File: src/rtl/cheshire_uart_rx_sniffer.sv
// 8N1 UART receive monitor: deserializes frames from rx_i and buffers the
// completed bytes in a small FIFO drained over a valid/ready byte stream.
module cheshire_uart_rx_sniffer #(
    parameter int unsigned ClkDiv    = 434,
    parameter int unsigned FifoDepth = 8
) (
    input  logic       clk_i,
    input  logic       rst_ni,
    input  logic       rx_i,
    output logic [7:0] byte_o,
    output logic       valid_o,
    input  logic       ready_i,
    output logic       reading_byte_o,
    output logic       frame_err_o,
    output logic       overflow_o
);

    localparam int unsigned CntW = $clog2(ClkDiv);
    localparam int unsigned PtrW = $clog2(FifoDepth);
    localparam logic [CntW-1:0] HalfLoad = CntW'(ClkDiv / 2 - 1);
    localparam logic [CntW-1:0] FullLoad = CntW'(ClkDiv - 1);
    localparam logic [PtrW:0]   Depth    = (PtrW + 1)'(FifoDepth);

    typedef enum logic [1:0] {IDLE, START, DATA, STOP} state_e;

    state_e          state_q, state_d;
    logic [CntW-1:0] cnt_q, cnt_d;
    logic [3:0]      idx_q, idx_d;
    logic [7:0]      data_q, data_d;
    logic            frame_err_d;
    logic            push;

    logic rx_meta, rx_s, rx_q;
    logic fall;

    logic [7:0]      mem [FifoDepth];
    logic [PtrW-1:0] wptr_q, rptr_q;
    logic [PtrW:0]   count_q;
    logic            pop, push_ok;

    always_ff @(posedge clk_i or negedge rst_ni) begin
        if (!rst_ni) begin
            rx_meta <= 1'b1;
            rx_s    <= 1'b1;
            rx_q    <= 1'b1;
        end else begin
            rx_meta <= rx_i;
            rx_s    <= rx_meta;
            rx_q    <= rx_s;
        end
    end

    // Edge-qualified start: a line held low after a frame (break) never restarts.
    assign fall = rx_q & ~rx_s;

    always_comb begin
        state_d     = state_q;
        cnt_d       = cnt_q;
        idx_d       = idx_q;
        data_d      = data_q;
        push        = 1'b0;
        frame_err_d = 1'b0;
        case (state_q)
            IDLE: begin
                if (fall) begin
                    cnt_d   = HalfLoad;
                    state_d = START;
                end
            end
            START: begin
                if (cnt_q != '0) begin
                    cnt_d = cnt_q - CntW'(1);
                end else if (!rx_s) begin
                    cnt_d   = FullLoad;
                    idx_d   = '0;
                    state_d = DATA;
                end else begin
                    state_d = IDLE;
                end
            end
            DATA: begin
                if (cnt_q != '0) begin
                    cnt_d = cnt_q - CntW'(1);
                end else begin
                    data_d[idx_q[2:0]] = rx_s;
                    cnt_d              = FullLoad;
                    idx_d              = idx_q + 4'd1;
                    if (idx_q == 4'd7) state_d = STOP;
                end
            end
            STOP: begin
                if (cnt_q != '0) begin
                    cnt_d = cnt_q - CntW'(1);
                end else begin
                    push        = rx_s;
                    frame_err_d = ~rx_s;
                    state_d     = IDLE;
                end
            end
            default: state_d = IDLE;
        endcase
    end

    always_ff @(posedge clk_i or negedge rst_ni) begin
        if (!rst_ni) begin
            state_q     <= IDLE;
            cnt_q       <= '0;
            idx_q       <= '0;
            data_q      <= '0;
            frame_err_o <= 1'b0;
        end else begin
            state_q     <= state_d;
            cnt_q       <= cnt_d;
            idx_q       <= idx_d;
            data_q      <= data_d;
            frame_err_o <= frame_err_d;
        end
    end

    assign reading_byte_o = (state_q != IDLE);

    assign valid_o = (count_q != '0);
    assign byte_o  = mem[rptr_q];
    assign pop     = valid_o & ready_i;
    // A full FIFO still accepts a byte when the head is popped in the same cycle.
    assign push_ok = push & ((count_q < Depth) | pop);

    always_ff @(posedge clk_i or negedge rst_ni) begin
        if (!rst_ni) begin
            for (int unsigned i = 0; i < FifoDepth; i++) mem[i] <= '0;
            wptr_q     <= '0;
            rptr_q     <= '0;
            count_q    <= '0;
            overflow_o <= 1'b0;
        end else begin
            if (push_ok) begin
                mem[wptr_q] <= data_q;
                wptr_q      <= wptr_q + PtrW'(1);
            end
            if (pop) rptr_q <= rptr_q + PtrW'(1);
            case ({push_ok, pop})
                2'b10:   count_q <= count_q + (PtrW + 1)'(1);
                2'b01:   count_q <= count_q - (PtrW + 1)'(1);
                default: count_q <= count_q;
            endcase
            if (push && !push_ok) overflow_o <= 1'b1;
        end
    end

endmodule

File: config.mk
export PLATFORM = sky130hd
export DESIGN_NAME = cheshire_uart_rx_sniffer
export DESIGN_NICKNAME = d
export VERILOG_FILES = /design/src/rtl/cheshire_uart_rx_sniffer.sv
export SDC_FILE = /design/constraint.sdc
export NUM_CORES = 1
export LEC_CHECK = 0
export ABC_AREA = 1
export CAP_MARGIN = 5
export CORE_MARGIN = 2
export CORE_UTILIZATION = 40
export CTS_BUF_LIST = sky130_fd_sc_hd__clkbuf_8
export CTS_CLUSTER_SIZE = 16
export DETAILED_ROUTE_END_ITERATION = 10
export GPL_TIMING_DRIVEN = 0
export PLACE_DENSITY = 0.55
export SLEW_MARGIN = 30
export SYNTH_ARGS = -nofsm -noshare
export SYNTH_HDL_FRONTEND = slang
export SYNTH_SLANG_ARGS = --single-unit
File: constraint.sdc
create_clock -name clk_i -period 3.1 [get_ports clk_i]
set_clock_uncertainty 0.1 [all_clocks]
set_input_delay 0.62 -clock clk_i [delete_from_list [all_inputs] [get_ports clk_i]]
set_output_delay 0.62 -clock clk_i [all_outputs]
set_load 0.005 [all_outputs]
==> results.md <==
* Register bit total from synthesis at slightly above 100
* Critical Path Sink Type: primary output
* Num rows at 43
* GRT overflow at 0
* Largest net degree at the start of global routing at 55
* Final Max Tran Viols at 0
* Ant diodes at 0
* Startpoint types: register
* Post-Syn Area per Cell at slightly above 8 sq um
* Total of warnings raised by yosys at 0
* Fin. Hold Viols at 0
* Pre-CTS setup slack at -0.208 ns
* Final critical-path share of the clock period at between 90% and 100%
* WL final at roughly 15 mm
* CP Class: reg2out
* Layout cells sized above 1 at between 10 and 15%
* Top cells by area, synth: dfrtp_1 (44%), nand2_1 (15%), nand4_1 (7.5%)
* Hold WC Path Type: in2async
* DRT antenna net count at 0
* Post-Syn Nets at roughly 700
* Global Route Usage Sum at a little over a fifth
* Chip Width at between 100 and 150 um
* M2 GR Usage at 34.9%
* Required @ worst endpoint at 2.38 ns
* IO buf count at 15
* Die Y at about 120 um
* PnR worst setup slack at about 0.11 ns
* Post-synthesis cell area at roughly 5600 sq um
* Reg area at around 2600 sq um
* Status: finished clean
* Initial Util at between 40% and 50%
* P_leak at just over 3 nW
* RSZ-0062 raised after global routing: no
* Core Area at around 14000 sq um
* Most frequent cells in the layout: nand2_1 (219), dfrtp_1 (97), nand4_1 (67)
* Met1 GRT Util at between 20 and 30%
* Clk sinks at roughly 100
* First drt pass iteration count at 6
* Clk root buf: clkbuf_8
* Final net count at 729
* RD Place Congestion at 0.845
* Slew @ Worst Pin at ~0.53 ns
* Die Area at ~15000 sq um
* First-pass GRT wire length at between 20 and 25 mm
* Worst path arrival time at 2.27 ns
* Clk Latency, worst-skew pair at 0.39 ns
* Cts hold-fix bufs at 0
* DRC at 0
* Minimum clock period at 2.99 ns
* Combined area of the multi-input logic cells at 2600 sq um
* CTS H-tree depth at 3
* DP Wirelength at roughly 10 mm
* Max_slew headroom at 64.6%
* Io pins at 16
* GRT busiest layer: met2
* Layout Utilization at 44.9%
* Area Overhead vs Synth at 11.0%
* CP max FO at 10
* Worst-path clk slew at 0.09 ns
* PnR Total Power at ~4.2 mW
* Fmax at approximately 0.33 GHz
* Grt met3 use at roughly 4.6%
* Antenna violations before repair at 0
* Most common cell after layout, fill and taps aside: nand2_1
* Vias at 4755
* Max Root-Sink Buffers at 2
* Top cell type's share of synthesized area at approximately 44%
* Syn Inst Count at about 680
* DR iter-0 viols at roughly 530
* Number of fill cells at about 1400
* Largest area contributor in the netlist: dfrtp_1
* CTS tree: done
* Setup violators final at 0
* CTS buffer count at 9
* Sequential fraction of the synthesis area at 45.8%
* Unique masters post-synth at 34
* # Max-Cap Violations at 0
* Vias in the first global route at between 4000 and 5000
* Pwr/cell area at between 600 and 700 nW/um^2
* WL/cell at 16.4 um
* Number of vias per cell at ~5.3
* Peak supply drop at between 0.3 and 0.4 mV
## metrics by stage
step                hold WS (ns)  TNS [ns]  cells  area (sq um)
floorplan                  0.224         0    683          5580
global placement           0.247   -272.70    878          5950
detailed placement         0.251    -0.239    879          5980
CTS                       0.0742         0    895          6170
global route              0.0800         0    896          6190
finish                    0.0653         0    896          6190
## power by group
part | total (mW) | switching, mW | internal, mW
logic | 1.81 | 1.15 | 0.662
clock network | 0.771 | 0.485 | 0.286
registers | 1.59 | 0.145 | 1.44
## cells in the mapped netlist (all sizes together)
| library cell | number |
|---|---|
| clkinv | 3 |
| fa | 1 |
| xnor2 | 4 |
| o211ai | 1 |
| nor3 | 3 |
| dfstp | 3 |
| xor2 | 6 |
| nand3 | 30 |
| nand2 | 223 |
| clkbuf | 14 |
| inv | 39 |
| o21bai | 1 |
| a211oi | 1 |
| buf | 19 |
| a31oi | 8 |
| nand4 | 67 |
| a21oi | 19 |
| nand3b | 1 |
| ha | 13 |
| nor2 | 73 |
| dfrtp | 99 |
| o21ai | 55 |
## routing by layer
metal | vias to the layer above | part of all wire [%]
met5 | - | 0
met4 | 0 | 2.6
met3 | 23 | 4.8
met2 | 112 | 48
met1 | 2285 | 45
li1 | 2335 | -
## critical path: stages (launching register included)
cell and delay (ns):
dfrtp_2 0.47, inv_2 0.13, buf_4 0.20, nor2_1 0.05, o21ai_1 0.21, a21oi_1 0.10
a31oi_1 0.19, clkdlybuf4s50_1 0.53
## worst paths after layout
check | to | startpoint | slack, ns | cells after the start
worst max-delay path | byte_o[3] | rptr_q[0] | 0.11 | 7
worst min-delay path | mem[11] | rst_ni | 0.07 | 1
worst max register to register | count_q[3] | cnt_q[0] | 0.36 | 15
worst min register to register | rx_s | rx_meta | 0.27 | 0
max in group asynchronous | rx_s | rst_ni | 2.14 | 2
min in group clk_i | rx_s | rx_meta | 0.27 | 0
## what timing repair did
| item | 4_1_cts | 5_1_grt |
|---|---|---|
| endpoints found under the setup margin | 8 | 5 |
| resized for setup | 19 | 7 |
| buffers inserted | 0 | 1 |
| endpoints found under the hold margin | 0 | 0 |
## final cells by class
type                       instances  area share (%)
sequential                       102            41.3
buffer                            33            4.69
tap                              180            3.64
timing repair buffer              17            3.05
clock inverter                     7           0.687
inverter                          42            2.57
clock buffer                       9            2.00
multi-input combinational        506            42.0
## logic make-up (layout without fill, tap and decap cells)
family	Yosys count	count (layout)	share of synthesized area (%)
xor gates and xnor gates	10	10	1.57
AOI/OAI and AO/OA	85	85	7.94
DFF	102	102	45.8
adders and majority gates	14	14	3.28
and+or+nand+nor	397	397	33.7
buffers and inverters	75	108	7.72
## state kept, by name, indices dropped and copies added, names as in the netlist, named ones only
signal / cells
cnt_q: 9
count_q: 4
data_q: 8
frame_err_o: 1
idx_q: 4
mem: 64
overflow_o: 1
rptr_q: 3
rx_meta: 1
rx_q: 1
rx_s: 1
state_q: 1
wptr_q: 3
Power figures use the tool's default switching activity.
